`src/rtl/sprite_pkg.sv`:
```
// Shared field positions and attribute record for the sprite attribute bank.
// Coordinates are held at their widest legal size; modules use the low COORD_W bits.
package sprite_pkg;

  localparam int EN_BIT          = 31;
  localparam int DIR_BIT         = 30;
  localparam int ANIM_BIT        = 29;
  localparam int Y_LSB           = 16;
  localparam int CTRL_COMMIT_BIT = 0;
  localparam int COORD_MAX       = 16;

  typedef struct packed {
    logic                 en;
    logic                 dir;
    logic                 anim_en;
    logic [COORD_MAX-1:0] x;
    logic [COORD_MAX-1:0] y;
  } sprite_attr_t;

endpackage

```
`src/rtl/sprite_anim_ctr.sv`:
```
// Per-sprite animation frame counter: steps on tick while enabled and animating.
// Registered output, one-cycle update; held at 0 whenever the sprite is disabled.
module sprite_anim_ctr #(
  parameter int FRAME_W = 2
) (
  input  logic               clk,
  input  logic               rst_n,
  input  logic               tick,
  input  logic               en,
  input  logic               anim_en,
  output logic [FRAME_W-1:0] frame
);

  always_ff @(posedge clk or negedge rst_n) begin
    if (!rst_n) begin
      frame <= '0;
    end else if (!en) begin
      frame <= '0;
    end else if (tick && anim_en) begin
      frame <= frame + FRAME_W'(1);
    end
  end

endmodule

```
`src/rtl/sprite_attr_bank.sv`:
```
// Avalon-MM sprite table: shadow entries copied to active on a committed frame start.
// Reads have fixed 1-cycle latency; no waitrequest, every access is accepted.
module sprite_attr_bank
  import sprite_pkg::*;
#(
  parameter int NUM_SPRITES = 16,
  parameter int ADDR_W      = 5,
  parameter int COORD_W     = 10,
  parameter int FRAME_W     = 2,
  parameter int ANIM_DIV    = 8
) (
  input  logic                           clk_clk,
  input  logic                           reset_reset_n,
  input  logic [ADDR_W-1:0]              avs_address,
  input  logic                           avs_write,
  input  logic [31:0]                    avs_writedata,
  input  logic                           avs_read,
  output logic [31:0]                    avs_readdata,
  input  logic                           vsync_start,
  output logic [NUM_SPRITES-1:0]         sprite_en,
  output logic [NUM_SPRITES-1:0]         sprite_dir,
  output logic [NUM_SPRITES*COORD_W-1:0] sprite_x,
  output logic [NUM_SPRITES*COORD_W-1:0] sprite_y,
  output logic [NUM_SPRITES*FRAME_W-1:0] sprite_frame,
  output logic                           commit_pending,
  output logic [15:0]                    frame_count
);

  localparam logic [ADDR_W-1:0] CTRL_ADDR = ADDR_W'(NUM_SPRITES);
  localparam int                DIV_W     = (ANIM_DIV > 1) ? $clog2(ANIM_DIV) : 1;
  localparam logic [DIV_W-1:0]  DIV_LAST  = DIV_W'(ANIM_DIV - 1);

  function automatic logic [31:0] attr_to_word(sprite_attr_t a);
    logic [31:0] w;
    w                      = '0;
    w[COORD_MAX-1:0]       = a.x;
    w[Y_LSB +: COORD_MAX]  = a.y;
    w[EN_BIT]              = a.en;
    w[DIR_BIT]             = a.dir;
    w[ANIM_BIT]            = a.anim_en;
    return w;
  endfunction

  sprite_attr_t           shadow [NUM_SPRITES];
  sprite_attr_t           wr_attr;
  logic [NUM_SPRITES-1:0] act_en, act_dir, act_anim;
  logic [COORD_W-1:0]     act_x [NUM_SPRITES];
  logic [COORD_W-1:0]     act_y [NUM_SPRITES];
  logic [NUM_SPRITES-1:0] shd_en, shd_anim, nxt_en, nxt_anim;
  logic [DIV_W-1:0]       div_cnt;
  logic [31:0]            rd_word;
  logic                   commit_fire, ctrl_wr, anim_tick;
  logic                   unused_wdat;

  assign commit_fire = vsync_start & commit_pending;
  assign ctrl_wr     = avs_write & (avs_address == CTRL_ADDR);
  assign anim_tick   = vsync_start & (div_cnt == DIV_LAST);
  assign unused_wdat = &{1'b0, avs_writedata};

  always_comb begin
    wr_attr                    = '0;
    wr_attr.en                 = avs_writedata[EN_BIT];
    wr_attr.dir                = avs_writedata[DIR_BIT];
    wr_attr.anim_en            = avs_writedata[ANIM_BIT];
    wr_attr.x[COORD_W-1:0]     = avs_writedata[COORD_W-1:0];
    wr_attr.y[COORD_W-1:0]     = avs_writedata[Y_LSB +: COORD_W];
  end

  always_ff @(posedge clk_clk or negedge reset_reset_n) begin
    if (!reset_reset_n) begin
      for (int i = 0; i < NUM_SPRITES; i++) shadow[i] <= '0;
    end else begin
      for (int i = 0; i < NUM_SPRITES; i++) begin
        if (avs_write && avs_address == ADDR_W'(i)) shadow[i] <= wr_attr;
      end
    end
  end

  // Active takes the pre-write shadow, so a coincident write waits for the next commit.
  always_ff @(posedge clk_clk or negedge reset_reset_n) begin
    if (!reset_reset_n) begin
      act_en   <= '0;
      act_dir  <= '0;
      act_anim <= '0;
      for (int i = 0; i < NUM_SPRITES; i++) begin
        act_x[i] <= '0;
        act_y[i] <= '0;
      end
    end else if (commit_fire) begin
      for (int i = 0; i < NUM_SPRITES; i++) begin
        act_en[i]   <= shadow[i].en;
        act_dir[i]  <= shadow[i].dir;
        act_anim[i] <= shadow[i].anim_en;
        act_x[i]    <= shadow[i].x[COORD_W-1:0];
        act_y[i]    <= shadow[i].y[COORD_W-1:0];
      end
    end
  end

  // A request landing on a frame start survives the clear and waits for the next one.
  always_ff @(posedge clk_clk or negedge reset_reset_n) begin
    if (!reset_reset_n) begin
      commit_pending <= 1'b0;
    end else if (ctrl_wr && avs_writedata[CTRL_COMMIT_BIT]) begin
      commit_pending <= 1'b1;
    end else if (commit_fire) begin
      commit_pending <= 1'b0;
    end
  end

  always_ff @(posedge clk_clk or negedge reset_reset_n) begin
    if (!reset_reset_n) begin
      div_cnt     <= '0;
      frame_count <= '0;
    end else if (vsync_start) begin
      div_cnt     <= (div_cnt == DIV_LAST) ? '0 : div_cnt + DIV_W'(1);
      frame_count <= frame_count + 16'd1;
    end
  end

  always_comb begin
    rd_word = '0;
    if (avs_address == CTRL_ADDR) rd_word = {frame_count, 15'b0, commit_pending};
    for (int i = 0; i < NUM_SPRITES; i++) begin
      if (avs_address == ADDR_W'(i)) rd_word = attr_to_word(shadow[i]);
    end
  end

  always_ff @(posedge clk_clk or negedge reset_reset_n) begin
    if (!reset_reset_n) begin
      avs_readdata <= '0;
    end else if (avs_read) begin
      avs_readdata <= rd_word;
    end
  end

  // Counters see the values being committed this cycle, not the stale active set.
  always_comb begin
    for (int i = 0; i < NUM_SPRITES; i++) begin
      shd_en[i]   = shadow[i].en;
      shd_anim[i] = shadow[i].anim_en;
    end
  end

  assign nxt_en   = commit_fire ? shd_en   : act_en;
  assign nxt_anim = commit_fire ? shd_anim : act_anim;

  assign sprite_en  = act_en;
  assign sprite_dir = act_dir;

  for (genvar g = 0; g < NUM_SPRITES; g++) begin : g_spr
    assign sprite_x[g*COORD_W +: COORD_W] = act_x[g];
    assign sprite_y[g*COORD_W +: COORD_W] = act_y[g];

    sprite_anim_ctr #(
      .FRAME_W (FRAME_W)
    ) u_anim_ctr (
      .clk     (clk_clk),
      .rst_n   (reset_reset_n),
      .tick    (anim_tick),
      .en      (nxt_en[g]),
      .anim_en (nxt_anim[g]),
      .frame   (sprite_frame[g*FRAME_W +: FRAME_W])
    );
  end

endmodule
```
`config.mk`:
```
export PLATFORM = sky130hd
export DESIGN_NAME = sprite_attr_bank
export DESIGN_NICKNAME = d
export VERILOG_FILES = /design/src/rtl/sprite_pkg.sv /design/src/rtl/sprite_anim_ctr.sv /design/src/rtl/sprite_attr_bank.sv
export SDC_FILE = /design/constraint.sdc
export NUM_CORES = 1
export LEC_CHECK = 0
export ABC_AREA = 0
export BUFFER_PORTS_ARGS = -buffer_cell sky130_fd_sc_hd__buf_2
export CAP_MARGIN = 25
export CORE_MARGIN = 10
export CORE_UTILIZATION = 30
export DETAILED_ROUTE_END_ITERATION = 8
export SETUP_SLACK_MARGIN = 0.3
export SLEW_MARGIN = 30
export SYNTH_ARGS = -nofsm -noshare
export SYNTH_HDL_FRONTEND = slang
export SYNTH_SLANG_ARGS = --single-unit
```
`constraint.sdc`:
```
create_clock -name clk_clk -period 2.49 [get_ports clk_clk]
set_input_delay 0.1245 -clock clk_clk [delete_from_list [all_inputs] [get_ports clk_clk]]
set_output_delay 0.1245 -clock clk_clk [all_outputs]
set_load 0.1 [all_outputs]
```
==> flow_summary.toml <==
[place]
routability_congestion = 0.899
hpwl_microns = 102000
dp.cells = 4482
numPortBuffers = 459

[yosys]
synth_top_family_by_area = "multiplexers"
synthesis.area_per_instance_sq_um = 13.7
synth_top_cell_by_area = "sky130_fd_sc_hd__dfrtp_1"
synthFlopType = "sky130_fd_sc_hd__dfrtp_1"
ys_warn_count = 0
ys_top_cells_by_area = "sky130_fd_sc_hd__dfrtp_1 (59%), sky130_fd_sc_hd__mux2_2 (23%), sky130_fd_sc_hd__a21oi_1 (1.3%), sky130_fd_sc_hd__nor2_1 (1.1%), sky130_fd_sc_hd__mux2_1 (1.1%)"
synth_compound_gate_area_share_pct = 6.85
synthAdderAreaFrac_pct = 0.109
netlist_instances = 2516
yosys_register_bits = 814
synth-seq-area-share_pct = 59.3
synth_xor_area_share_pct = 1.20
netlist_area_sq_um = 34400
synth_simple_gate_area_share_pct = 4.75
yosysUniqueCellTypes = 86
muxShareOfSynthArea_pct = 25.2
synth_enable_flop_cells = 0
postSynth.asyncResetShare_pct = 100
synth_top_area_share_pct = 59.3

[sta]
max_slew_margin_pct = 55.6
skew_ps = 28.2
final-setup-viol-count = 0
final.min_clock_period_ps = 2030
clock.fmax_mhz = 492
totalNegativeSetupSlack_ps = 0
worst_pin_slew_ps = 666
setup_repair_after_global_routing_missed_its_margin = "no"
period_share_pct = 81.7
finalHoldViolations = 0
final-max-slew-violation-count = 0

[die]
die_height_microns = 358
starting_utilization_of_the_core_area_pct = 30.1
floorplan.core_area_sq_um = 114000
ios = 475
die_width_microns = 358
total_die_area_sq_um = 128000
num_rows = 124

[cells_and_area]
fillerInstances = 11083
layout_cell_share_with_drive_strength_beyond_1_pct = 47.6
area.growth.synth_to_final_pct = 24.5
layoutNonFillerInstCount = 4671
fin_nets = 3125

[grt]
grt_start_max_net_pins = 113
grt_pass1_vias = 24308
first_pass_grt_wire_length_microns = 188000
track_usage_pct = 20.4
globalRoute.totalOverflow = 0
grt_antenna_before_repair = 14

[critical_path]
worst_r2r_endpoint = "sprite_x[78]$_DFFE_PN0P_"
number_of_cell_instances_on_the_worst_register_to_register_path = 4
r2r_slack_ps = 460
required_time_worst_endpoint_ps = 3040
cp.arrival_ps = 2580
timing.critical_path.from = "commit_pending$_DFFE_PN0P_"
cp_startpoint_kind = "flip-flop"
worst_r2r_startpoint = "commit_pending$_DFFE_PN0P_"
cp-end-kind = "flip-flop"
critPathKind = "reg -> reg"
worst-path-max-fanout = 51

[clock_network]
worstSkewPairLatency_ps = 680
path_clk_slew_ps = 60
cts-root-to-sink-buffers = 3
htreeDepth = 3
clockRootBuffer = "sky130_fd_sc_hd__clkbuf_16"
cts_buffers = 90
cts.sinks = 814
cts_tree = "done"

[power]
power_leakage_nw = 21.5
power_density_nw_per_um2 = 962
ir_drop_mv = 0.508

[run_status]
outcome = "finished clean"

[route]
drt_iter0_markers = 2048
drt_pass1_iterations = 7
drc_errors = 0
antenna_violating_nets_post_route = 0
finalWirelength_microns = 134000
number_of_vias_after_detailed_routing = 24031
wl_per_cell_microns = 28.7
route.detailed.vias_per_inst = 5.14

[worst_hold_path]
min_delay_worst_endpoint = "shadow[333]$_DFFE_PN0P_"
hp-start = "avs_writedata[2]"
hold_class = "in -> reg"
hold_depth = 2

[flow_run]
max_cap_violations = 0
layout by cell type (no fill, tap or decap), types with 20 or more instances in the layout:
master / count
sky130_fd_sc_hd__buf_4: 141
sky130_fd_sc_hd__nand2_1: 95
sky130_fd_sc_hd__clkbuf_1: 21
sky130_fd_sc_hd__nor2b_1: 26
sky130_fd_sc_hd__clkbuf_16: 90
sky130_fd_sc_hd__inv_1: 25
sky130_fd_sc_hd__buf_12: 23
sky130_fd_sc_hd__a21oi_1: 88
sky130_fd_sc_hd__mux2_2: 699
sky130_fd_sc_hd__mux2i_1: 35
sky130_fd_sc_hd__buf_2: 456
sky130_fd_sc_hd__xnor2_1: 28
sky130_fd_sc_hd__o22ai_1: 36
sky130_fd_sc_hd__nor2_1: 105
sky130_fd_sc_hd__mux2_1: 34
sky130_fd_sc_hd__dfrtp_1: 813
sky130_fd_sc_hd__o21ai_0: 67
sky130_fd_sc_hd__a221oi_1: 20
worst max-delay path, stage by stage, from the launching register on:
cell and delay, ps:
sky130_fd_sc_hd__dfrtp_2 440, sky130_fd_sc_hd__nand2_4 400, sky130_fd_sc_hd__buf_12 350, sky130_fd_sc_hd__buf_4 300, sky130_fd_sc_hd__mux2_2 360
cell usage after synthesis, types with 8 or more instances:
library cell                instances
sky130_fd_sc_hd__nand2_1           96
sky130_fd_sc_hd__xor2_1            19
sky130_fd_sc_hd__a22oi_1           15
sky130_fd_sc_hd__nor2b_1           26
sky130_fd_sc_hd__mux2_2           699
sky130_fd_sc_hd__buf_4             15
sky130_fd_sc_hd__inv_1             25
sky130_fd_sc_hd__mux2i_1           35
sky130_fd_sc_hd__mux2_1            34
sky130_fd_sc_hd__clkbuf_1          84
sky130_fd_sc_hd__o22ai_1           36
sky130_fd_sc_hd__xnor2_1           28
sky130_fd_sc_hd__nand3_1           19
sky130_fd_sc_hd__buf_2             67
sky130_fd_sc_hd__a31oi_1           11
sky130_fd_sc_hd__and3_1            15
sky130_fd_sc_hd__dfrtp_1          814
sky130_fd_sc_hd__a221oi_1          20
sky130_fd_sc_hd__nand2b_1           8
sky130_fd_sc_hd__o21ai_0           67
sky130_fd_sc_hd__o221ai_1          15
sky130_fd_sc_hd__a21o_1            11
sky130_fd_sc_hd__nor2_1           105
sky130_fd_sc_hd__o2bb2ai_1          8
sky130_fd_sc_hd__a21oi_1           88
sky130_fd_sc_hd__nor3_1            15
layout make-up:
cell class | count | area [sq um] | share of cell area (%)
diodes | 5 | 12.5 | 0.0293
clock buffers | 130 | 2590 | 6.06
clock inverters | 36 | 697 | 1.63
inverters | 27 | 101 | 0.237
multi-input cells | 1508 | 13100 | 30.7
flip-flops and latches | 814 | 20400 | 47.6
well taps | 1512 | 1890 | 4.42
repair buffers | 639 | 4000 | 9.34
through the flow:
step           power, W  instance area, sq um  util, %  setup WS, ps  hold WS, ps
2_1_floorplan    0.0233                 34400        -           316         -171
3_3_place_gp     0.0264                 39300     34.5           116          158
3_5_place_dp     0.0266                 39300     34.5          79.8          148
4_1_cts          0.0414                 42800     37.5           445         1.89
5_1_grt          0.0425                 42800     37.5           366         16.5
6_report         0.0411                 42800     37.5           456         28.3
per-layer routing:
layer / GRT usage (%) / wire length, microns / up-vias
li1: - / - / 10204
met3: 7.37 / 13300 / 197
met2: 32.5 / 62500 / 962
met4: 6.79 / 4680 / 10
met5: 0 / 69 / -
met1: 25.5 / 53700 / 12658
sequential cells by signal (all words and copies together) (netlist names):
register and cells:
sprite_en 16, frame_count 16, sprite_x 160, avs_readdata 26, shadow 368, sprite_dir 16, act_anim 16, commit_pending 1
g_spr.u_anim_ctr.frame 32, sprite_y 160, div_cnt 3
where the power goes:
group,internal [W],switching [W]
logic,0.00225,0.00703
registers,0.0151,0.00197
clock network,0.00904,0.00576
total,0.0264,0.0148
worst max-delay path by stage:
stage / endpoint / slack, ps / cells after the start
6_report: sprite_x[78]$_DFFE_PN0P_ / 460 / 4
5_1_grt: sprite_x[69]$_DFFE_PN0P_ / 370 / 4
4_1_cts: sprite_x[69]$_DFFE_PN0P_ / 450 / 4
3_5_place_dp: avs_readdata[19]$_DFFE_PN0P_ / 80 / 9
3_3_place_gp: avs_readdata[9]$_DFFE_PN0P_ / 120 / 9
2_1_floorplan: frame_count[11]$_DFFE_PN0P_ / 320 / 6
cell families after synthesis:
group / Yosys count
flops: 814
mux: 770
compound gates: 352
simple gates: 330
buf+inv: 199
xor+xnor: 47
fa+ha+maj: 3
other cells: 1
what timing repair did:
item,in CTS,in global routing
hold buffers,18,0
buffers inserted,0,0
endpoints found under the hold margin,517,0
resized for setup,0,0
(Power assumes the default switching activity.)
